$ cat src/rtl/uart_pkg.sv
// Shared UART definitions: receiver FSM encodings, legal oversampling ratios,
// parity-type encodings (also used by the TX parity calculator) and a vote helper.
package uart_pkg;

  typedef enum logic [2:0] {
    ST_IDLE   = 3'd0,
    ST_START  = 3'd1,
    ST_DATA   = 3'd2,
    ST_PARITY = 3'd3,
    ST_STOP   = 3'd4
  } rx_state_e;

  localparam int unsigned PRESCALE_8  = 32'd8;
  localparam int unsigned PRESCALE_16 = 32'd16;
  localparam int unsigned PRESCALE_32 = 32'd32;

  typedef enum logic {
    PAR_EVEN = 1'b0,
    PAR_ODD  = 1'b1
  } par_typ_e;

  function automatic logic majority3(input logic [2:0] smp);
    return (smp[0] & smp[1]) | (smp[0] & smp[2]) | (smp[1] & smp[2]);
  endfunction

endpackage

$ cat src/rtl/uart_rx_sampler.sv
// Bit timing for the UART receiver: edge/bit counters and a 3-sample
// majority vote taken around the middle of every bit.
module uart_rx_sampler
  import uart_pkg::*;
#(
  parameter int PRESCALE_W = 6,
  parameter int BIT_CNT_W  = 4
) (
  input  logic                  clk,
  input  logic                  rst,
  input  logic                  start_i,
  input  logic                  active_i,
  input  logic                  rx_in_i,
  input  logic [PRESCALE_W-1:0] prescale_i,
  output logic                  sampled_bit_o,
  output logic                  bit_done_o,
  output logic                  sample_valid_o,
  output logic [BIT_CNT_W-1:0]  bit_cnt_o
);

  logic [PRESCALE_W-1:0] edge_cnt_q, edge_cnt_d;
  logic [BIT_CNT_W-1:0]  bit_cnt_q, bit_cnt_d;
  logic [2:0]            smp_q, smp_d;
  logic [PRESCALE_W-1:0] half_s;
  logic [PRESCALE_W-1:0] last_s;
  logic                  bit_done_s;

  // Counter and sample-register next state.
  always_comb begin
    half_s     = {1'b0, prescale_i[PRESCALE_W-1:1]};
    last_s     = prescale_i - PRESCALE_W'(1);
    bit_done_s = active_i && (edge_cnt_q == last_s);
    edge_cnt_d = edge_cnt_q;
    bit_cnt_d  = bit_cnt_q;
    smp_d      = smp_q;

    // The IDLE cycle that sees the falling edge is edge 0, so the count resumes at 1.
    if (start_i) begin
      edge_cnt_d = PRESCALE_W'(1);
      bit_cnt_d  = BIT_CNT_W'(0);
    end else if (active_i) begin
      if (bit_done_s) begin
        edge_cnt_d = PRESCALE_W'(0);
        bit_cnt_d  = bit_cnt_q + BIT_CNT_W'(1);
      end else begin
        edge_cnt_d = edge_cnt_q + PRESCALE_W'(1);
      end
    end else begin
      edge_cnt_d = PRESCALE_W'(0);
      bit_cnt_d  = BIT_CNT_W'(0);
    end

    if (active_i) begin
      if (edge_cnt_q == half_s - PRESCALE_W'(1)) begin
        smp_d[0] = rx_in_i;
      end else if (edge_cnt_q == half_s) begin
        smp_d[1] = rx_in_i;
      end else if (edge_cnt_q == half_s + PRESCALE_W'(1)) begin
        smp_d[2] = rx_in_i;
      end else begin
        smp_d = smp_q;
      end
    end else begin
      smp_d = smp_q;
    end
  end

  // Counter and sample registers.
  always_ff @(posedge clk or negedge rst) begin
    if (!rst) begin
      edge_cnt_q <= PRESCALE_W'(0);
      bit_cnt_q  <= BIT_CNT_W'(0);
      smp_q      <= 3'b000;
    end else begin
      edge_cnt_q <= edge_cnt_d;
      bit_cnt_q  <= bit_cnt_d;
      smp_q      <= smp_d;
    end
  end

  assign sampled_bit_o  = majority3(smp_q);
  assign bit_done_o     = bit_done_s;
  assign sample_valid_o = active_i && (edge_cnt_q >= half_s + PRESCALE_W'(2));
  assign bit_cnt_o      = bit_cnt_q;

endmodule

$ cat src/rtl/uart_rx.sv
// UART receiver: start detection, LSB-first deserialization, optional parity
// and stop checking, and registered one-cycle result pulses.
module uart_rx
  import uart_pkg::*;
#(
  parameter int DATA_WIDTH = 8,
  parameter int PRESCALE_W = 6
) (
  input  logic                  clk,
  input  logic                  rst,
  input  logic                  rx_in,
  input  logic [PRESCALE_W-1:0] prescale,
  input  logic                  par_en,
  input  logic                  par_typ,
  output logic [DATA_WIDTH-1:0] p_data,
  output logic                  data_valid,
  output logic                  par_err,
  output logic                  stp_err
);

  localparam int BIT_CNT_W = $clog2(DATA_WIDTH + 4);

  rx_state_e             state_q, state_d;
  logic [PRESCALE_W-1:0] presc_q, presc_d;
  logic                  par_en_q, par_en_d;
  par_typ_e              par_typ_q, par_typ_d;
  logic [DATA_WIDTH-1:0] shift_q, shift_d;
  logic                  par_fail_q, par_fail_d;
  logic                  stop_bad_q, stop_bad_d;
  logic                  resolve_q, resolve_d;
  logic [DATA_WIDTH-1:0] p_data_q, p_data_d;
  logic                  data_valid_q, data_valid_d;
  logic                  par_err_q, par_err_d;
  logic                  stp_err_q, stp_err_d;

  logic                  start_s;
  logic                  active_s;
  logic                  bit_evt_s;
  logic                  sampled_bit_s;
  logic                  bit_done_s;
  logic                  sample_valid_s;
  logic [BIT_CNT_W-1:0]  bit_cnt_s;
  logic [PRESCALE_W-1:0] presc_sel_s;

  uart_rx_sampler #(
    .PRESCALE_W (PRESCALE_W),
    .BIT_CNT_W  (BIT_CNT_W)
  ) u_sampler (
    .clk            (clk),
    .rst            (rst),
    .start_i        (start_s),
    .active_i       (active_s),
    .rx_in_i        (rx_in),
    .prescale_i     (presc_q),
    .sampled_bit_o  (sampled_bit_s),
    .bit_done_o     (bit_done_s),
    .sample_valid_o (sample_valid_s),
    .bit_cnt_o      (bit_cnt_s)
  );

  assign active_s  = (state_q != ST_IDLE);
  assign bit_evt_s = bit_done_s & sample_valid_s;

  // Map unsupported oversampling ratios onto 8.
  always_comb begin
    case (prescale)
      PRESCALE_W'(PRESCALE_8),
      PRESCALE_W'(PRESCALE_16),
      PRESCALE_W'(PRESCALE_32): presc_sel_s = prescale;
      default:                  presc_sel_s = PRESCALE_W'(PRESCALE_8);
    endcase
  end

  // Frame FSM next state plus resolution of the frame that ended last cycle.
  always_comb begin
    state_d    = state_q;
    presc_d    = presc_q;
    par_en_d   = par_en_q;
    par_typ_d  = par_typ_q;
    shift_d    = shift_q;
    par_fail_d = par_fail_q;
    stop_bad_d = stop_bad_q;
    resolve_d  = 1'b0;
    start_s    = 1'b0;

    // Resolution runs in IDLE and may overlap the next start detection.
    data_valid_d = resolve_q & ~stop_bad_q & ~par_fail_q;
    par_err_d    = resolve_q & par_fail_q;
    stp_err_d    = resolve_q & stop_bad_q;
    p_data_d     = data_valid_d ? shift_q : p_data_q;

    case (state_q)
      ST_IDLE: begin
        if (!rx_in) begin
          start_s    = 1'b1;
          state_d    = ST_START;
          presc_d    = presc_sel_s;
          par_en_d   = par_en;
          par_typ_d  = par_typ_e'(par_typ);
          par_fail_d = 1'b0;
        end else begin
          state_d = ST_IDLE;
        end
      end
      ST_START: begin
        if (bit_evt_s) begin
          state_d = sampled_bit_s ? ST_IDLE : ST_DATA;
        end else begin
          state_d = ST_START;
        end
      end
      ST_DATA: begin
        if (bit_evt_s) begin
          shift_d = {sampled_bit_s, shift_q[DATA_WIDTH-1:1]};
          if (bit_cnt_s == BIT_CNT_W'(DATA_WIDTH)) begin
            state_d = par_en_q ? ST_PARITY : ST_STOP;
          end else begin
            state_d = ST_DATA;
          end
        end else begin
          state_d = ST_DATA;
        end
      end
      ST_PARITY: begin
        if (bit_evt_s) begin
          par_fail_d = (sampled_bit_s != ((^shift_q) ^ (par_typ_q == PAR_ODD)));
          state_d    = ST_STOP;
        end else begin
          state_d = ST_PARITY;
        end
      end
      ST_STOP: begin
        if (bit_evt_s) begin
          stop_bad_d = ~sampled_bit_s;
          resolve_d  = 1'b1;
          state_d    = ST_IDLE;
        end else begin
          state_d = ST_STOP;
        end
      end
      default: begin
        state_d = ST_IDLE;
      end
    endcase
  end

  // State, captured frame configuration and registered outputs.
  always_ff @(posedge clk or negedge rst) begin
    if (!rst) begin
      state_q      <= ST_IDLE;
      presc_q      <= PRESCALE_W'(PRESCALE_8);
      par_en_q     <= 1'b0;
      par_typ_q    <= PAR_EVEN;
      shift_q      <= '0;
      par_fail_q   <= 1'b0;
      stop_bad_q   <= 1'b0;
      resolve_q    <= 1'b0;
      p_data_q     <= '0;
      data_valid_q <= 1'b0;
      par_err_q    <= 1'b0;
      stp_err_q    <= 1'b0;
    end else begin
      state_q      <= state_d;
      presc_q      <= presc_d;
      par_en_q     <= par_en_d;
      par_typ_q    <= par_typ_d;
      shift_q      <= shift_d;
      par_fail_q   <= par_fail_d;
      stop_bad_q   <= stop_bad_d;
      resolve_q    <= resolve_d;
      p_data_q     <= p_data_d;
      data_valid_q <= data_valid_d;
      par_err_q    <= par_err_d;
      stp_err_q    <= stp_err_d;
    end
  end

  assign p_data     = p_data_q;
  assign data_valid = data_valid_q;
  assign par_err    = par_err_q;
  assign stp_err    = stp_err_q;

endmodule
$ cat config.mk
export PLATFORM = sky130hd
export DESIGN_NAME = uart_rx
export DESIGN_NICKNAME = d
export VERILOG_FILES = /design/src/rtl/uart_pkg.sv /design/src/rtl/uart_rx_sampler.sv /design/src/rtl/uart_rx.sv
export SDC_FILE = /design/constraint.sdc
export NUM_CORES = 1
export LEC_CHECK = 0
export CORE_ASPECT_RATIO = 0.6
export CORE_MARGIN = 4
export CORE_UTILIZATION = 48
export CTS_CLUSTER_DIAMETER = 40
export CTS_CLUSTER_SIZE = 25
export DETAILED_ROUTE_END_ITERATION = 6
export GPL_TIMING_DRIVEN = 0
export PLACE_DENSITY_LB_ADDON = 0.08
export SLEW_MARGIN = 20
export SYNTH_ARGS = -nofsm -noshare
export SYNTH_HDL_FRONTEND = slang
export SYNTH_SLANG_ARGS = --single-unit
$ cat constraint.sdc
create_clock -name clk -period 3.62 [get_ports clk]
set_clock_uncertainty 0.15 [all_clocks]
set_input_delay 0.362 -clock clk [delete_from_list [all_inputs] [get_ports clk]]
set_output_delay 0.362 -clock clk [all_outputs]
set_load 0.02 [all_outputs]
# Yosys cells after proc, flatten, opt, wreduce, memory -nomap -nowiden
# Cells that the tools add are included.
# Widths: inputs -> output; s select.
# classes
n_addsub	6
shift	0
multipliers	0
n_mux	23
eq_ne	16
order_cmp	1
n_reduce_logical	14
div_mod_pow	0
bitwise_logic	17
# ops
operator	count
$mux 6	4
$eq 6x6->1	3
$mux 3	5
$pmux 3 s5	1
$mux 4	3
$and 1x1->1	8
$reduce_and 2->1	4
$reduce_xor 8->1	1
$mux 1	7
$add 5x1->6 const B	1
$add 5x2->6 const B	1
$add 6x1->6 const B	1
$eq 3x2->1 const B	2
$eq 6x4->1 const B	1
$eq 6x5->1	1
$eq 6x5->1 const B	1
$eq 6x6->1 const B	1
$ge 6x6->1	1
$not 1->1	6
$reduce_and 3->1	2
$sub 5x1->6 const B	1
$sub 6x1->6 const B	1
$add 4x1->4 const B	1
$eq 4x4->1 const B	1
15 further kinds	19
# totals
latch_bits	0
ramBits	0
memories	0
word_cells	94
out_inout_bits	11
ff_bits	46
in_bits	11
mem_bits_ro	0

# Logic depth before layout (Yosys ltp)
# logic_depth
ltp_word	6
mapped_depth	10
depth_no_buf	9

# By module
# Synthesis repeated with hierarchy kept, for this count alone.
# hier_totals
hier_cells	242
area_unflattened_um2	2636.3
# modules_own_cells
mod	seq_area_each_um2	instances	area_each_um2	cells_per_inst
uart_rx	827.0	1	1390.1	109
uart_rx_sampler	325.3	1	1246.2	133

# Least setup slack after synthesis
# OpenSTA, ideal clock, no wires.
# synth_timing
path_type	register to register
startpoint	reg presc_q[3]
endpoint	reg shift_q[0]
stages_incl_launch_ff	11
period_less_slack_ns	2.913
setup_ns	0.125
required_ns	3.345
path_slack_ns	0.707
n_path_buf	1
t_arrival_ns	2.638
path_cell_list	dfstp_2 -> buf_4 -> inv_1 -> ha_1 -> inv_1 -> ha_1 -> o211ai_1 -> o21ai_0 -> nand4_2 -> nor4b_4 -> mux2_2
# synth_between
elab_chain_len	5
elab_cells_between_ends	8
cone_classes	2 x add/sub; 1 x order compare; 1 x eq/ne; 1 x bitwise; 3 x reduce/logical
# synth_lines
element	line	source
from (decl)	uart_rx.sv:24	logic [PRESCALE_W-1:0] presc_q, presc_d;
from (signal assigned)	uart_rx.sv:151	presc_q <= PRESCALE_W'(PRESCALE_8);
from (signal assigned)	uart_rx.sv:164	presc_q <= presc_d;
$add 5x2->6 / $sub 6x1->6 (equally long branches)	uart_rx_sampler.sv:83, uart_rx_sampler.sv:31	
$ge 6x6->1 / $eq 6x6->1 (equally long branches)	uart_rx_sampler.sv:83, uart_rx_sampler.sv:32	
$logic_and 1x1->1, on equally long branches	uart_rx_sampler.sv:83, uart_rx_sampler.sv:32	
$and 1x1->1 (*)	uart_rx.sv:62	assign bit_evt_s = bit_done_s & sample_valid_s;
$reduce_and 2->1 (no line) (*)	--	
to (signal assigned)	uart_rx.sv:167	shift_q <= shift_d;
to (decl)	uart_rx.sv:27	logic [DATA_WIDTH-1:0] shift_q, shift_d;
# Every way passes the cells marked *; elsewhere a longest branch is shown, timed or not.
# A chain may end at the register's enable or synchronous reset.

# Final worst setup path
# layout_timing
startpoint	reg presc_q[3]
endpoint	reg shift_q[2]
# Same word-level chain as after synthesis.

==> results.ini <==
[run_status]
status=finished, final reports clean

[clocking]
cts_sinks=46
clock-root-buffer=clkbuf_8
cts_max_level=2
clock_latency_ps=300
tritoncts=done
cts-buffers-inserted=5
clock_path_buffers=2
postCtsSetupRepairBufs=0
clk_pin_slew_ps=90

[global_route]
overflow=0
grt_pass1_wl_mm=9.80
antenna_found_initial=0
grt_pass1_vias=1911
grt_max_degree=28
track_usage_pct=17.8

[timing]
setup_tns_ps=0
worstMarginPinSlew_ps=821
fin_crit_sh_pct=91.3
drv_slew=0
setup_slack_ps=314
min_period_ps=3310
slew_headroom_pct=44.7
setup_viol=0
max_freq_mhz=302
finalHoldViolCount=0
rsz0062_at_grt=no

[finish]
syn_to_final_growth_pct=16.2
antenna_cells=0
layout.nets=322
drive_above_1_share_pct=14.5
final_cells=376
n_fill_cell=483

[floorplanning]
fp.dieArea_um2=7110
die_w_um=106
pin_count=22
die_h_um=66.9
start_util_pct=49.6
core_um2=5600
num_rows=21

[placement]
dp_hpwl_mm=4.37
gp_congestion=0.857
place_ws_ps=334
dp_cells=367
port_buffers=21

[drt]
drt_iter0_drc=142
vias=1975
final_antenna_net_count=0
drc=0
wirelength_mm=5.73
drt_first_pass_iters=4
viasPerCell=5.25
wire_per_inst_um=15.2

[critical_path]
rrSetupSlack_ps=310
cp-startpoint=presc_q[3]
cp.arrival_ps=3340
reg2reg_from=presc_q[3]
endpoint_kind=flop
critPathCapture=shift_q[2]
reg2reg_depth=10
cp_max_fo=10
startpoint_type=flop
cp.required_ps=3650
crit_chain=buf_4 > inv_1 > ha_1 > inv_1 > ha_1 > o211ai_1 > o21ai_0 > nand4_2 > nor4b_4 > mux2_2
r2r-end=shift_q[2]
critPathKind=reg2reg
critPathSlowestCell=dfstp_2
max_stage_delay_ps=580

[yosys]
synth_warnings=0
synth_area_per_cell_um2=10.5
synth_area_um2=2780
synthesis.nets=292
synth_edf_count=0
async_reset_ff_share_pct=100
synthDistinctLibCells=52
synth-main-ff-cell=dfrtp_1
yosysSeqAreaShare_pct=41.5
ys_ff_latch=46
syn_inst=265

[run]
drv_cap=0

[pwr]
ir_drop_mv=0.329
leakagePower_nw=1.42
p_per_area_nw_per_um2=645
power_w=0.00208

[hold_path]
hold_class=reg2reg

-- per-layer routing --
layer  vias up  routed length (µm)  global-route usage, %  share of wire, %
met5         -                   0                      0                 0
met4         0                   0                   3.39                 0
met3         0                 285                   3.97               5.0
met2        34                2260                   24.2                39
met1       939                3180                   28.1                56
li1       1002                   -                      -                 -
-- cells in the mapped netlist, types with 7 or more instances --
cell type / number / share of area [%]
nor2_1: 21 / 2.8
mux2_2: 19 / 7.7
nand3_1: 11 / 2.0
dfrtp_1: 45 / 41
nor3_1: 7 / 1.3
xnor2_1: 17 / 5.4
o21ai_0: 8 / 1.4
inv_1: 12 / 1.6
nand2_1: 20 / 2.7
xor2_1: 10 / 3.2
ha_1: 16 / 7.2
a21oi_1: 10 / 1.8
-- registers in the layout, summed over array words and instances, names as in the netlist, 3 cells and up --
| signal | flops |
|---|---|
| shift_q | 8 |
| u_sampler.bit_cnt_o | 4 |
| state_q | 3 |
| u_sampler.edge_cnt_q | 6 |
| p_data | 8 |
| u_sampler.smp_q | 3 |
| presc_q | 6 |
-- layout by cell type (no fill, tap or decap), types with 4 or more instances in the layout --
cell | Yosys | routed
nand4_1 | 4 | 4
inv_1 | 12 | 12
ha_1 | 16 | 16
o21ai_0 | 8 | 8
nand3_1 | 11 | 11
dfrtp_1 | 45 | 45
nor3_1 | 7 | 6
nand2_1 | 20 | 20
xor2_1 | 10 | 10
clkdlybuf4s50_1 | 0 | 20
mux2_2 | 19 | 19
nor2_1 | 21 | 21
buf_6 | 4 | 4
clkbuf_8 | 0 | 5
xnor2_1 | 17 | 17
clkbuf_1 | 4 | 5
a21oi_1 | 10 | 10
-- stage by stage --
step                      hold WS, ps  cell area [µm²]  utilization [%]
after floorplan                 -83.6             2780                -
after global placement            331             3090             55.2
after detailed placement          202             3100             55.4
after CTS                         356             3220             57.6
after global routing              382             3230             57.7
final                             353             3230             57.7
-- worst max-delay path, delay by kind of cell (launching register included) --
family	cells	cell delay, ps
AO/OA/AOI/OAI	2	370
buffers and inverters	3	340
adder cells (fa/ha/maj)	2	540
AND/OR/NAND/NOR	2	820
multiplexers	1	400
flip-flops	1	580
-- area by class of cell --
type                            instances  area [µm²]  area share [%]
Buffer                                 10        72.6            2.25
Clock buffer                            6        72.6            2.25
Clock inverter                          2        37.5            1.16
Inverter                               12        45.0            1.40
Multi-Input combinational cell        197        1510            46.9
Sequential cell                        46        1150            35.7
Tap cell                               80         100            3.10
Timing Repair Buffer                   23         235            7.29
-- report_power, final --
part           switching [W]  total, W  internal, W
combinational       0.000576  0.000997     0.000421
clock               0.000175  0.000381     0.000206
sequential          0.000104  0.000705     0.000601
total               0.000855   0.00208      0.00123
-- how the worst min path moves through the flow --
| stage | from | cells after the start | endpoint | slack, ps |
|---|---|---|---|---|
| after floorplan | rst | 0 | data_valid | -80 |
| after global placement | resolve_q | 1 | par_err | 330 |
| after detailed placement | rst | 1 | u_sampler.bit_cnt_o[1] | 200 |
| after CTS | resolve_q | 1 | par_err | 360 |
| after global routing | p_data[7] | 1 | p_data[7] | 380 |
| final | resolve_q | 1 | par_err | 350 |
-- repair_timing --
action	in CTS	in global routing
hold buffers	1	0
resized for setup	0	0
hold endpoints to repair	18	0
-- cell families (layout without fill, tap and decap cells) --
kind of cell | after synthesis | count (layout) | synth area share (%)
compound gates | 40 | 40 | 10.4
xor+xnor | 29 | 29 | 9.91
fa+ha+maj | 17 | 17 | 7.57
buf+inv | 22 | 53 | 4.23
flops | 46 | 46 | 41.5
mux | 22 | 22 | 8.78
simple gates | 89 | 89 | 17.6
(Power assumes the default switching activity.)
